<file path="src/rtl/lsu_pkg.sv">
// Shared encodings for the load/store unit: access sizes, FSM states and
// memory command bit positions, plus the request legality check.
package lsu_pkg;

    localparam logic [1:0] SZ_B = 2'b00;
    localparam logic [1:0] SZ_H = 2'b01;
    localparam logic [1:0] SZ_W = 2'b10;

    typedef enum logic [1:0] {
        IDLE,
        LOAD,
        RMW_RD,
        WR
    } lsu_state_e;

    localparam int MEM_WR = 0;
    localparam int MEM_RD = 1;

    // A request is rejected when its size is reserved or it straddles its natural alignment.
    function automatic logic reqIsBad(input logic [1:0] size, input logic [1:0] offset);
        logic bad;
        case (size)
            SZ_B:    bad = 1'b0;
            SZ_H:    bad = offset[0];
            SZ_W:    bad = (offset != 2'b00);
            default: bad = 1'b1;
        endcase
        return bad;
    endfunction

endpackage

</file>
<file path="src/rtl/lsu_lane_align.sv">
// Byte-lane steering for the load/store unit: extracts and extends load data,
// and merges sub-word store data into the word previously read from memory.
module lsu_lane_align
    import lsu_pkg::*;
(
    input  logic [31:0] word_i,
    input  logic [1:0]  offset_i,
    input  logic [1:0]  size_i,
    input  logic        unsigned_i,
    input  logic [31:0] wdata_i,
    output logic [31:0] loadData_o,
    output logic [31:0] storeData_o
);

    logic [4:0]  shamt;
    logic [31:0] shifted;
    logic [31:0] laneMask;

    assign shamt = {offset_i, 3'b000};

    always_comb begin
        shifted    = word_i >> shamt;
        loadData_o = word_i;
        laneMask   = 32'hFFFF_FFFF;
        case (size_i)
            SZ_B: begin
                loadData_o = {{24{~unsigned_i & shifted[7]}}, shifted[7:0]};
                laneMask   = 32'h0000_00FF << shamt;
            end
            SZ_H: begin
                loadData_o = {{16{~unsigned_i & shifted[15]}}, shifted[15:0]};
                laneMask   = 32'h0000_FFFF << shamt;
            end
            default: begin
                loadData_o = word_i;
                laneMask   = 32'hFFFF_FFFF;
            end
        endcase
        storeData_o = (word_i & ~laneMask) | ((wdata_i << shamt) & laneMask);
    end

endmodule

</file>
<file path="src/rtl/load_store_unit.sv">
// Load/store unit between the MEM stage and a word-only data memory: aligns
// accesses, does read-modify-write for sub-word stores and pulses a response.
module load_store_unit
    import lsu_pkg::*;
#(
    parameter int ADDR_W = 32,
    parameter int DATA_W = 32
) (
    input  logic              clk_i,
    input  logic              rst_i,
    input  logic              req_valid_i,
    output logic              req_ready_o,
    input  logic              req_we_i,
    input  logic [1:0]        req_size_i,
    input  logic              req_unsigned_i,
    input  logic [ADDR_W-1:0] req_addr_i,
    input  logic [DATA_W-1:0] req_wdata_i,
    output logic              resp_valid_o,
    output logic [DATA_W-1:0] resp_rdata_o,
    output logic              err_o,
    output logic [ADDR_W-1:0] mem_addr_o,
    output logic [DATA_W-1:0] mem_data_o,
    output logic [2:0]        mem_signal_o,
    input  logic [DATA_W-1:0] mem_data_i
);

    lsu_state_e        state_q, state_d;
    logic [1:0]        reqOffset_q;
    logic [1:0]        reqSize_q;
    logic              reqUnsigned_q;
    logic [DATA_W-1:0] reqWdata_q;
    logic [ADDR_W-1:0] memAddr_q, memAddr_d;
    logic [DATA_W-1:0] memData_q, memData_d;
    logic              respValid_q, respValid_d;
    logic              respErr_q, respErr_d;
    logic [DATA_W-1:0] respRdata_q, respRdata_d;
    logic [2:0]        memSignal;
    logic              accept;
    logic [DATA_W-1:0] loadData;
    logic [DATA_W-1:0] storeData;

    assign req_ready_o = (state_q == IDLE);
    assign accept      = req_valid_i && req_ready_o;

    lsu_lane_align u_align (
        .word_i      (mem_data_i),
        .offset_i    (reqOffset_q),
        .size_i      (reqSize_q),
        .unsigned_i  (reqUnsigned_q),
        .wdata_i     (reqWdata_q),
        .loadData_o  (loadData),
        .storeData_o (storeData)
    );

    // Memory address/data only move when a new access is launched, so they hold while idle.
    always_comb begin
        state_d     = state_q;
        memAddr_d   = memAddr_q;
        memData_d   = memData_q;
        respValid_d = 1'b0;
        respErr_d   = 1'b0;
        respRdata_d = '0;
        memSignal   = 3'b000;
        case (state_q)
            IDLE: begin
                if (accept) begin
                    if (reqIsBad(req_size_i, req_addr_i[1:0])) begin
                        respValid_d = 1'b1;
                        respErr_d   = 1'b1;
                    end else begin
                        memAddr_d = {req_addr_i[ADDR_W-1:2], 2'b00};
                        if (!req_we_i) begin
                            state_d = LOAD;
                        end else if (req_size_i == SZ_W) begin
                            state_d   = WR;
                            memData_d = req_wdata_i;
                        end else begin
                            state_d = RMW_RD;
                        end
                    end
                end
            end
            LOAD: begin
                memSignal[MEM_RD] = 1'b1;
                respValid_d       = 1'b1;
                respRdata_d       = loadData;
                state_d           = IDLE;
            end
            RMW_RD: begin
                memSignal[MEM_RD] = 1'b1;
                memData_d         = storeData;
                state_d           = WR;
            end
            WR: begin
                memSignal[MEM_WR] = 1'b1;
                respValid_d       = 1'b1;
                state_d           = IDLE;
            end
            default: state_d = IDLE;
        endcase
    end

    always_ff @(posedge clk_i or posedge rst_i) begin
        if (rst_i) begin
            state_q       <= IDLE;
            reqOffset_q   <= '0;
            reqSize_q     <= '0;
            reqUnsigned_q <= 1'b0;
            reqWdata_q    <= '0;
            memAddr_q     <= '0;
            memData_q     <= '0;
            respValid_q   <= 1'b0;
            respErr_q     <= 1'b0;
            respRdata_q   <= '0;
        end else begin
            state_q     <= state_d;
            memAddr_q   <= memAddr_d;
            memData_q   <= memData_d;
            respValid_q <= respValid_d;
            respErr_q   <= respErr_d;
            respRdata_q <= respRdata_d;
            if (accept) begin
                reqOffset_q   <= req_addr_i[1:0];
                reqSize_q     <= req_size_i;
                reqUnsigned_q <= req_unsigned_i;
                reqWdata_q    <= req_wdata_i;
            end
        end
    end

    assign mem_signal_o = memSignal;
    assign mem_addr_o   = memAddr_q;
    assign mem_data_o   = memData_q;
    assign resp_valid_o = respValid_q;
    assign err_o        = respErr_q;
    assign resp_rdata_o = respRdata_q;

endmodule

</file>
<file path="config.mk">
export PLATFORM = sky130hd
export DESIGN_NAME = load_store_unit
export DESIGN_NICKNAME = d
export VERILOG_FILES = /design/src/rtl/lsu_pkg.sv /design/src/rtl/lsu_lane_align.sv /design/src/rtl/load_store_unit.sv
export SDC_FILE = /design/constraint.sdc
export NUM_CORES = 1
export LEC_CHECK = 0
export BUFFER_PORTS_ARGS = -buffer_cell sky130_fd_sc_hd__buf_4
export CORE_MARGIN = 3
export CORE_UTILIZATION = 54
export CTS_BUF_LIST = sky130_fd_sc_hd__clkbuf_4
export CTS_CLUSTER_SIZE = 8
export DETAILED_ROUTE_END_ITERATION = 8
export PLACE_DENSITY_LB_ADDON = 0.25
export SETUP_SLACK_MARGIN = 0.3
export SYNTH_ARGS = -nofsm -noshare
export SYNTH_HDL_FRONTEND = slang
export SYNTH_SLANG_ARGS = --single-unit
</file>
<file path="constraint.sdc">
create_clock -name clk_i -period 4.35 [get_ports clk_i]
set_input_delay 0.2175 -clock clk_i [delete_from_list [all_inputs] [get_ports clk_i]]
set_output_delay 0.2175 -clock clk_i [all_outputs]
set_load 0.02 [all_outputs]
</file>
# Yosys cells after proc, flatten, opt, wreduce, memory -nomap -nowiden
# Index checks and enable logic that the tools add are counted.
# op_classes
reduce_logical,11
n_shift,4
muxes,22
n_eq_ne,10
bitwise,8
# op_table
cell,n
$pmux 32 s2,3
$mux 32,5
$and 32x32->32,2
$not 32->32,1
$or 32x32->32,1
$shl 16x5->32 const A,1
$shl 32x5->32,1
$shl 8x5->32 const A,1
$shr 32x5->16,1
$mux 1,8
$eq 2x1->1 const B,3
$eq 2x2->1 const B,3
$logic_not 2->1,3
$mux 2,3
$ne 2x1->1 const B,3
$pmux 2 s3,1
$reduce_and 5->1,1
$reduce_bool 2->1,2
$reduce_or 2->1,2
$pmux 1 s3,1
$reduce_and 3->1,1
$and 1x1->1,2
$ne 2x2->1 const B,1
$not 1->1,2
3 further kinds,3
# word_totals
elab_cells,65
register_bits,135
in_bits,103

# Longest topological paths before layout
# Gate-level depths: netlist (run 1).
# depth
ltp_word,7
depth_mapped,9
mapped_depth_nobuf,6

# Cells and area by module
# From an unflattened synthesis (run 1), not the netlist that was laid out.
# unflattened
hier_cells,609
hier_area_um2,7169.4
# modules_own_cells
module,n_inst,cells_each,seq_area_each_um2,area_each_um2
load_store_unit,1,347,3378.2,5501.5
lsu_lane_align,1,262,0.0,1667.8

# Worst setup path after synthesis (run 1)
# No wires, ideal clock.
# synth_path
kind,reg2reg
from,register state_q[0]
to,register memData_q[16] (netlist: mem_data_o[16])
stages_incl_launch_ff,9
setup_time_ns,0.087
slack_ns,2.327
path_buffers,2
period_less_slack_ns,2.023
arrival_ns,1.936
t_required_ns,4.263
cell_sequence,dfrtp_1 -> inv_1 -> ha_1 -> buf_2 -> nand4_1 -> nor3_4 -> buf_4 -> a21oi_1 -> a22oi_1
# synth_via
elab_chain_len,4
word_cells_on_any_way,10
classes_between,5 x eq/ne; 1 x mux; 4 x reduce/logical
# synth_lines
item,line_no,rtl
"start, declared",load_store_unit.sv:27,"lsu_state_e state_q, state_d;"
"start signal, assigned",load_store_unit.sv:116,state_q <= state_d;
$logic_not 2->1 (*),load_store_unit.sv:42,assign req_ready_o = (state_q == IDLE);
via req_ready_o,load_store_unit.sv:12,"output logic req_ready_o,"
$logic_and 1x1->1,load_store_unit.sv:43,assign accept = req_valid_i && req_ready_o;
$ne 2x1->1 (no source line),-,
$reduce_and 5->1 (no source line),-,
"end signal, assigned",load_store_unit.sv:118,memData_q <= memData_d;
"end, declared",load_store_unit.sv:33,"logic [DATA_W-1:0] memData_q, memData_d;"
# The timed path passes the listed nets; every way through them passes the cells marked *.
# A chain may end at the register's enable or synchronous reset.

# Worst setup path in the final report (run 1)
# layout_path
from,register state_q[0]
to,register memData_q[13] (netlist: mem_data_o[13])
# layout_via
elab_chain_len,4
word_cells_on_any_way,10
classes_between,5 x eq/ne; 1 x mux; 4 x reduce/logical
# layout_lines
item,line_no
$logic_not 2->1,"load_store_unit.sv:42, load_store_unit.sv:64"
$logic_and 1x1->1,load_store_unit.sv:43
$ne 2x1->1 (no source line),-
$reduce_and 5->1 (no source line),-
# Parallel ways exist; a longest one is shown, timed or not.

==> qor.yml, run 1 <==
logic_synthesis:
  syn_area_um2: 6820
  synth_edf_count: 0
  ys_types: 55
  async_flop_share: 1.000
  ys_top_cells_by_area: "dfrtp_1 (50%), mux2_2 (11%), mux2i_1 (4.7%)"
  yosys.area.top_type: "dfrtp_1"
  seq_area_frac_synth: 0.4953
  ys_seq_elements: 135
  yosys_warnings: 0
  synth_top_area_share: 0.4953
  synth_area_per_cell_um2: 11.50
  synthFlopType: "dfrtp_1"
  synthCells: 593
clock_tree:
  cts-root-buf: "clkbuf_4"
  cts_resized: 0
  postCtsSetupRepairBufs: 0
  htree_levels: 4
  insertion_delay_ps: 550
  cts_tree: "built"
  cts_buffer_depth: 2
  cts.reportedPaths.clkPinSlew_ps: 120
  clock-sinks: 135
  cts_buffers: 17
power:
  seqPwrFrac: 0.324
  powerDensity_nw_per_um2: 733.9
  p_sw_frac: 0.4381
  totalPowerFinal_mw: 7.029
  p_leak_nw: 4.533
  ir_worst_vdd_uv: 387.4
  p_switching_mw: 3.079
  intPower_mw: 3.950
  pwr-share-comb: 0.553
  pwr-share-clk: 0.123
run_status:
  status: "completed"
setup_path:
  max_stage_delay_ps: 680
  cp_num_buf_inv: 3
  cpMostUsedCell: "inv_1"
  required_ps: 4840
  rrSetupSlack_ps: 1690
  path_cells: "inv_1 > ha_1 > buf_4 > inv_1 > o22ai_2 > o21ai_0 > o21ai_1"
  reg2reg_from: "state_q[0]"
  start_kind: "flop"
  critPathMaxFanout: 36
  critPathSlowestCell: "o22ai_2"
  path_class: "flop to flop"
  endpoint_kind: "flop"
  crit_family: "compound AO/OA/AOI/OAI gates"
  r2r_cells: 7
  worst_r2r_endpoint: "mem_data_o[13]"
  arrival_ps: 3140
timing:
  fmax_mhz: 376.2
  setup_viol: 0
  drv_slew: 0
  slew_headroom: 0.2086
  rsz0062_at_grt: "false"
  finalSetupTns_ps: 0
  finalWorstSetupSlack_ps: 1692
  fin_skew_ps: 17.50
  finalHoldViolations: 0
  max_slew.worst_pin.slew_ps: 1185
  finalCritPeriodShare: 0.6111
  min_period_ps: 2658
route:
  antenna_left: 0
  routed_wl_mm: 21.49
  drt-initial-drc-count: 519
  viasPerCell: 5.897
  drc: 0
  wl_per_cell_um: 20.52
  first_pass_iters: 5
  via_count: 6174
global_route:
  grt_pass1_vias: 6217
  grt_max_degree: 48
  grt_pass1_wl_mm: 33.98
  grt_usage: 0.3082
  antenna_found_initial: 0
  grt-ovfl-total: 0
placed_design:
  dp.cells: 923
  hpwl_mm: 14.43
  post-place-ws_ps: 1742
  io_buffers: 201
  gp_congestion: 0.8868
floorplan:
  start_util: 0.5608
  die_w_um: 118.4
  ios: 205
  dieArea_um2: 14020
  num_rows: 40
  coreArea_um2: 12160
  die_height_um: 118.4
finish:
  antenna_cells: 0
  layout.cells.non_filler: 1047
  syn2layout_area_growth_pct: 40.43
  num-nets-final: 975
  drive_gt1_frac: 0.3743
min_path:
  hold_depth: 3
  min_to: "resp_rdata_o[13]"
  worstHoldPathType: "input port to flop"
  hp-start: "mem_data_i[13]"
flow_run:
  maxCapViolations: 0
-- worst max path at each step --
stage,end,slack [ps],start,depth (start not counted)
CTS,mem_data_o[13],1720,state_q[0],7
global placement,mem_data_o[8],1870,state_q[0],7
floorplan,err_o,520,rst_i,1
finish,mem_data_o[13],1690,state_q[0],7
detailed placement,mem_data_o[13],1740,state_q[0],7
global route,mem_data_o[13],1510,state_q[0],7
-- per-stage QoR --
stage                     hold slack, ps  cell area (um^2)    util
final                              53.41              9578  0.7876
after global routing               39.82              9578  0.7876
after CTS                          40.03              9578  0.7876
after detailed placement           288.1              8369  0.6882
after global placement             275.0              8369  0.6882
after floorplan                    333.9              6828       -
-- cell usage after synthesis, types with 4 or more instances --
library cell / count
o21ai_1: 8
buf_4: 4
o22ai_1: 7
nand3b_1: 8
o221a_2: 7
o211ai_1: 10
buf_2: 17
o2bb2ai_1: 8
clkbuf_1: 24
ha_1: 6
a32oi_1: 6
a21o_1: 18
o41a_1: 8
nand2_1: 28
buf_6: 5
nor2_1: 22
a22o_1: 7
a211o_1: 6
o31ai_1: 8
o311a_1: 8
a21oi_1: 38
nor2b_1: 10
inv_1: 7
a22oi_1: 15
mux2_2: 67
a211oi_1: 8
o21ai_0: 19
mux2i_1: 32
a21boi_0: 7
nor3b_1: 8
dfrtp_1: 135
-- sequential cells by signal (all words and copies together), names as in the netlist --
| signal | cells |
|---|---|
| err_o | 1 |
| reqOffset_q | 2 |
| mem_data_o | 32 |
| reqWdata_q | 32 |
| resp_valid_o | 1 |
| mem_addr_o | 30 |
| resp_rdata_o | 32 |
| state_q | 2 |
| reqSize_q | 2 |
| reqUnsigned_q | 1 |
-- power groups by stage --
| stage | Combinational [mW] | Clock, mW | Sequential [mW] |
|---|---|---|---|
| finish | 3.89 | 0.863 | 2.28 |
| global route | 4.16 | 0.923 | 2.35 |
| CTS | 3.85 | 0.861 | 2.26 |
| detailed placement | 3.77 | 0 | 2.28 |
| global placement | 3.68 | 0 | 2.26 |
| floorplan | 2.06 | 0 | 2.69 |
-- cells in the final DEF (no fill, tap or decap), types with 8 or more instances in the layout --
cell / netlist / routed
nor2b_1: 10 / 10
a22oi_1: 15 / 15
buf_4: 4 / 212
o21ai_1: 8 / 8
a21oi_1: 38 / 38
o311a_1: 8 / 8
a211oi_1: 8 / 8
o2bb2ai_1: 8 / 8
nand2_1: 28 / 28
clkbuf_4: 0 / 17
dfrtp_1: 135 / 135
o211ai_1: 10 / 10
o41a_1: 8 / 8
mux2_2: 67 / 67
o31ai_1: 8 / 8
nor3b_1: 8 / 8
o21ai_0: 19 / 19
dlygate4sd3_1: 0 / 92
a21o_1: 18 / 18
nand3b_1: 8 / 8
nor2_1: 22 / 22
mux2i_1: 32 / 32
-- cells by family after synthesis --
| logic type | after synthesis | synth area share |
|---|---|---|
| simple gates | 93 | 0.07430 |
| compound gates | 199 | 0.2146 |
| other cells | 1 | 0.0005498 |
| buf+inv | 59 | 0.04330 |
| fa+ha+maj | 6 | 0.01101 |
| mux | 100 | 0.1609 |
| flops | 135 | 0.4953 |
-- layer usage --
metal | vias to the layer above | track usage | routed length, um
met4 | 0 | 0.09124 | 473
met2 | 299 | 0.5166 | 10670
met1 | 3063 | 0.3993 | 8609
met3 | 44 | 0.07512 | 1735
met5 | - | 0 | 0
li1 | 2768 | - | -
-- worst reg2reg max path: stages (launching register included) --
cell	delay, ps
dfrtp_1	420
inv_1	160
ha_1	190
buf_4	350
inv_1	430
o22ai_2	680
o21ai_0	210
o21ai_1	160
-- area by class of cell --
type	instances	area (um^2)
Timing Repair Buffer	304	2512
Fill cell	778	2584
Sequential cell	135	3378
Clock inverter	15	160.2
Tap cell	168	210.2
Inverter	7	28.78
Clock buffer	17	127.6
Multi-Input combinational cell	401	3161
-- repair_timing --
item	4_1_cts	5_1_grt
hold buffers	92	0
setup endpoints to repair	0	0
endpoints found under the hold margin	160	0
(Power assumes the default switching activity.)
==> inputs of run 2 (changes only) <==
Clock period 4.35 ns to 2.5 ns, I/O delays scaled along.
==> run 2 against run 1 <==
Effect of this change: fmax rose by 28%; routed wire length increased by 4.5%; non-clock buffer count increased by 16; clock skew decreased by 1.8 ps; sequential share of layout area is 0.67 points lower; hold slack gained 270 ps; die area stayed put; count of clock-buffer cells in the layout increased by 1.
==> qor.yml, run 2 (synthesized netlist as in run 1, its figures left out) <==
power:
  p_switching_mw: 5.470  # +78%
  ir_worst_vdd_uv: 756.7  # +95%
  pwr-share-comb: 0.561  # +0.008
  intPower_mw: 6.903  # +75%
  p_leak_nw: 4.611  # +1.7%
  totalPowerFinal_mw: 12.37  # +76%
  seqPwrFrac: 0.325  # about the same
  pwr-share-clk: 0.115  # -0.008
  p_sw_frac: 0.4421  # +0.003987
  powerDensity_nw_per_um2: 1267  # +73%
setup_path:
  crit_cells: 6  # -1
  max_stage_delay_ps: 430  # -250 ps
  path_cells: "inv_1 > ha_4 > nand4_1 > o21ai_4 > o211ai_1 > a22oi_1"
  start_kind: "flop"
  r2r_cells: 6  # -1
  critPathMaxFanout: 11  # -69%
  startpoint: "state_q[0]"
  required_ps: 2990  # -1850 ps
  endpoint_kind: "flop"
  crit_family: "compound AO/OA/AOI/OAI gates"
  arrival_ps: 2560  # -580 ps
  crit_end: "mem_data_o[19]"
  reg2reg_from: "state_q[0]"
  path_class: "flop to flop"
  rrSetupSlack_ps: 430  # -1270 ps
  critPathSlowestCell: "dfrtp_1"
  cp_num_buf_inv: 1  # -2
  worst_r2r_endpoint: "mem_data_o[19]"
timing:
  setup_viol: 0  # unchanged
  finalCritPeriodShare: 0.8297  # +0.2186
  finalHoldViolations: 0  # unchanged
  min_period_ps: 2074  # -583.9 ps
  holdWs_ps: 318.9  # +265.5 ps
  rsz0062_at_grt: "false"
  finalSetupTns_ps: 0  # unchanged
  max_slew.worst_pin.slew_ps: 717.5  # -467.2 ps
  drv_slew: 0  # unchanged
  finalWorstSetupSlack_ps: 425.7  # -1266 ps
  slew_headroom: 0.5216  # +0.3131
  fin_skew_ps: 15.66  # -1.842 ps
  fmax_mhz: 482.1  # +28%
placed_design:
  hpwl_mm: 14.49  # +0.43%
  gp_congestion: 0.8685  # -2.1%
  post-place-ws_ps: 265.9  # -1476 ps
  dp.cells: 929  # +0.65%
  io_buffers: 201  # unchanged
  dpl_cell_area_um2: 8441  # +0.85%
floorplan:
  dieArea_um2: 14020  # unchanged
  num_rows: 40  # unchanged
  ios: 205  # unchanged
  die_w_um: 118.4  # unchanged
  start_util: 0.5608  # unchanged
  coreArea_um2: 12160  # unchanged
  die_height_um: 118.4  # unchanged
route:
  via_count: 6338  # +2.7%
  antenna_left: 0  # unchanged
  drc: 0  # unchanged
  wl_per_cell_um: 21.08  # +2.7%
  routed_wl_mm: 22.45  # +4.5%
  drt-initial-drc-count: 526  # +1.3%
  viasPerCell: 5.951  # +0.92%
  first_pass_iters: 5  # unchanged
global_route:
  grt_pass1_wl_mm: 35.31  # +3.9%
  grt_max_degree: 136  # +180%
  grt_usage: 0.3238  # +0.01560
  antenna_found_initial: 1  # +1
  grt-ovfl-total: 0  # unchanged
  grt_pass1_vias: 6382  # +2.7%
finish:
  layout.cells.most_common: "buf_4"
  num-nets-final: 991  # +1.6%
  utilization: 0.8029  # +0.01533
  layout.cells.non_filler: 1065  # +1.7%
  mostFrequentLayoutCells: "buf_4 (216), dfrtp_1 (135), dlygate4sd3_1 (102)"
  fillCellCount: 720  # -7.5%
  fin_area_um2: 9764  # +1.9%
  drive_gt1_frac: 0.3821  # +0.007834
  syn2layout_area_growth_pct: 43.17
clock_tree:
  cts.reportedPaths.clkPinSlew_ps: 130  # about the same
  cts_tree: "built"
  cts_buffer_depth: 2  # unchanged
  clock-sinks: 135  # unchanged
  postCtsSetupRepairBufs: 0  # unchanged
  htree_levels: 4  # unchanged
  insertion_delay_ps: 580  # +30 ps
  cts_buffers: 17  # unchanged
  cts-root-buf: "clkbuf_4"
flow_run:
  maxCapViolations: 0  # unchanged
run_status:
  status: "completed"
min_path:
  worstHoldPathType: "input port to asynchronous set/reset pin"
## run 2: changes by cell type in the layout (fill, tap and decap cells not counted), sizes merged
cell	before	now
clkinvlp	3	4
diode	0	2
inv	8	7
dlygate4sd3	92	102
buf	212	218
bufinv	3	2
clkbuf	17	18
## run 2: power by group through the flow
| stage | Clock [mW] | Sequential (mW) | Combinational, mW |
|---|---|---|---|
| 2_1_floorplan | 0 | 4.67 | 3.58 |
| 5_1_grt | 1.53 | 4.14 | 7.39 |
| 3_5_place_dp | 0 | 4.03 | 6.59 |
| 6_report | 1.42 | 4.02 | 6.94 |
| 3_3_place_gp | 0 | 3.98 | 6.43 |
| 4_1_cts | 1.43 | 3.98 | 6.76 |
## run 2: area by class of cell
class                           count  area (um^2)  share of cell area
Sequential cell                   135         3378              0.3460
Timing Repair Buffer              320         2683              0.2747
Inverter                            7        30.03            0.003075
Antenna cell                        2        5.005           0.0005126
Tap cell                          168        210.2             0.02153
Multi-Input combinational cell    401         3189              0.3266
Clock buffer                       18        135.1             0.01384
Clock inverter                     14        133.9             0.01371
## run 2: how the worst min path moves through the flow
stage,start,endpoint,slack (ps),depth (start not counted)
3_5_place_dp,req_addr_i[4],mem_addr_o[4],360,2
5_1_grt,req_addr_i[6],mem_addr_o[6],310,3
2_1_floorplan,mem_data_i[21],resp_rdata_o[21],240,1
6_report,rst_i,resp_rdata_o[0],320,4
4_1_cts,req_addr_i[4],mem_addr_o[4],290,3
3_3_place_gp,req_addr_i[27],mem_addr_o[27],360,2
## run 2: timing repair
item / CTS / global route
resized for setup: 3 / 3
endpoints found under the setup margin: 9 / 31
endpoints found under the hold margin: 267 / 0
hold buffers: 102 / 0
pin swaps: 0 / 2
## run 2: metal layers
metal,share of wire,vias to the layer above,GRT usage,wire (um)
met5,0,-,0,0
met4,0.035,0,0.1412,784
met3,0.083,62,0.07990,1865
met2,0.49,341,0.5295,11020
met1,0.39,3126,0.4111,8780
li1,-,2809,-,-
## run 2: worst register-to-register path, cell delays in order, from the launching register on
cell,delay [ps]
dfrtp_1,430
inv_1,220
ha_4,280
nand4_1,330
o21ai_4,400
o211ai_1,150
a22oi_1,200
==> inputs of run 3 (changes only) <==
Settings changed: CORE_UTILIZATION 54 to 48.
Clock period 2.5 ns to 1.7 ns, I/O delays scaled along.
==> run 3 against run 2 <==
Effect of this change: total power up 79%; clock power up 56%; via count up 9.7%; the flow now finishes with violations (setup timing); fmax up 9.6%; non-clock buffer count up 68; largest power group unchanged; critical path depth up 3; worst setup slack worse by 620 ps; combinational power up 99%; sequential power up 50%; count of clock-buffer cells in the layout down 1; routed wire length up 20%; register-to-register slack worse by 620 ps.
==> qor.yml, run 3 (synthesized netlist as in run 1, its figures left out) <==
run_status:
  status: "complete, but fails checks"
  violations: "setup timing"
timing:
  max_slew.worst_pin.slew_ps: 718.1  # +0.5799 ps
  min_period_ps: 1893  # -181.8 ps
  finalCritPeriodShare: 1.113  # +0.2835
  fin_skew_ps: 21.31  # +5.655 ps
  finalHoldViolations: 0  # unchanged
  fmax_mhz: 528.4  # +9.6%
  finalSetupTns_ps: -7763  # -7763 ps
  finalWorstSetupSlack_ps: -192.6  # -618.2 ps
  rsz0062_at_grt: "true"
  setup_viol: 80  # +80
  slew_headroom: 0.5213  # about the same
  drv_slew: 0  # unchanged
floorplan:
  die_w_um: 125.2  # +5.8%
  ios: 205  # unchanged
  dieArea_um2: 15680  # +12%
  die_height_um: 125.2  # +5.8%
  coreArea_um2: 13560  # +11%
  start_util: 0.5030  # -0.05776
  num_rows: 42  # +5.0%
global_route:
  grt_usage: 0.3059  # -0.01788
  antenna_found_initial: 2  # +1
  grt_pass1_wl_mm: 37.76  # +6.9%
  grt_pass1_vias: 6753  # +5.8%
  grt-ovfl-total: 0  # unchanged
  grt_max_degree: 136  # unchanged
placed_design:
  post-place-ws_ps: -89.85  # -355.7 ps
  dp.cells: 963  # +3.7%
  gp_congestion: 0.9177  # +5.7%
  io_buffers: 201  # unchanged
  hpwl_mm: 15.41  # +6.3%
clock_tree:
  htree_levels: 4  # unchanged
  cts.reportedPaths.clkPinSlew_ps: 130  # about the same
  cts_tree: "built"
  cts_buffer_depth: 2  # unchanged
  clock-sinks: 135  # unchanged
  cts_buffers: 17  # unchanged
  cts-root-buf: "clkbuf_4"
  insertion_delay_ps: 540  # -40 ps
route:
  routed_wl_mm: 26.83  # +20%
  drc: 0  # unchanged
  via_count: 6951  # +9.7%
  antenna_left: 0  # unchanged
  viasPerCell: 6.097  # +2.5%
  wl_per_cell_um: 23.54  # +12%
  drt-initial-drc-count: 861  # +64%
  first_pass_iters: 5  # unchanged
setup_path:
  critPathMaxFanout: 7  # -4
  critPathSlowestCell: "dfrtp_1"
  arrival_ps: 2350  # -210 ps
  cp_num_buf_inv: 4  # +3
  endpoint_kind: "flop"
  required_ps: 2160  # -830 ps
  start_kind: "flop"
  path_class: "flop to flop"
  max_stage_delay_ps: 440  # about the same
  crit_family: "buffers and inverters"
  path_cells: "inv_2 > ha_4 > nand4_1 > buf_4 > buf_6 > o22ai_4 > clkbuf_16 > o22ai_2 > a21oi_1"
flow_run:
  maxCapViolations: 0  # unchanged
power:
  p_leak_nw: 5.188  # +13%
  powerDensity_nw_per_um2: 1950  # +54%
  ir_worst_vdd_uv: 1071  # +42%
  totalPowerFinal_mw: 22.09  # +79%
finish:
  mostFrequentLayoutCells: "buf_4 (233), dfrtp_1 (133), dlygate4sd3_1 (102)"
  num-nets-final: 1059  # +6.9%
  layout.cells.most_common: "buf_4"
  drive_gt1_frac: 0.5249  # +0.1428
  layout.cells.non_filler: 1140  # +7.0%
  syn2layout_area_growth_pct: 66.06
min_path:
  worstHoldPathType: "input port to flop"
## run 3: metrics by stage
| stage | hold WS [ps] | utilization | instance area, um^2 |
|---|---|---|---|
| floorplan | 201.4 | - | 6970 |
| global placement | 319.0 | 0.6472 | 8775 |
| detailed placement | 322.5 | 0.6472 | 8775 |
| CTS | 5.976 | 0.7938 | 10760 |
| global route | 87.83 | 0.8354 | 11330 |
| finish | 139.5 | 0.8354 | 11330 |
## run 3: worst register-to-register path, cell delays in order, from the launching register on
cell and delay [ps]:
dfrtp_1 440, inv_2 110, ha_4 150, nand4_1 150, buf_4 200, buf_6 120
o22ai_4 180, clkbuf_16 230, o22ai_2 80, a21oi_1 140
## run 3: layout make-up
class | count | area (um^2)
multi-input combinational | 401 | 3761
timing repair buffer | 388 | 3636
sequential | 135 | 3381
fill | 677 | 2232
tap | 176 | 220.2
clock inverter | 14 | 160.2
clock buffer | 17 | 127.6
inverter | 7 | 35.03
antenna | 2 | 5.005
## run 3: path summary, 6_finish.rpt
| check | from | to | slack (ps) | cells after the start |
|---|---|---|---|---|
| worst min-delay path | req_addr_i[1] | mem_data_o[31] | 140 | 5 |
| worst max register to register | state_q[1] | mem_data_o[30] | -190 | 9 |
| min in group asynchronous | rst_i | mem_addr_o[20] | 300 | 4 |
| max in group asynchronous | rst_i | mem_addr_o[27] | 860 | 4 |
| worst min register to register | mem_data_o[11] | mem_data_o[11] | 500 | 2 |
| worst max-delay path | state_q[1] | mem_data_o[30] | -190 | 9 |
## run 3: where the power goes
part           total [mW]  leakage (nW)  switching, mW  internal, mW
Combinational        13.8          3.38           7.03          6.78
Clock                2.22         0.144           1.23         0.995
Sequential           6.05          1.66           1.29          4.76
## run 3: what timing repair did
action                                  CTS  global route
endpoints found under the setup margin  134           138
pin swaps                                45            34
endpoints found under the hold margin   269             0
buffers inserted                         21            10
resized for setup                        83            96
cloned                                    8             3
hold buffers                            102             0
## run 3: layer usage
layer | share of wire | up-vias | global-route usage
met4 | 0.046 | 0 | 0.1186
met2 | 0.49 | 455 | 0.5128
met1 | 0.37 | 3435 | 0.3921
li1 | - | 2949 | -
met3 | 0.089 | 112 | 0.06269
met5 | 0 | - | 0
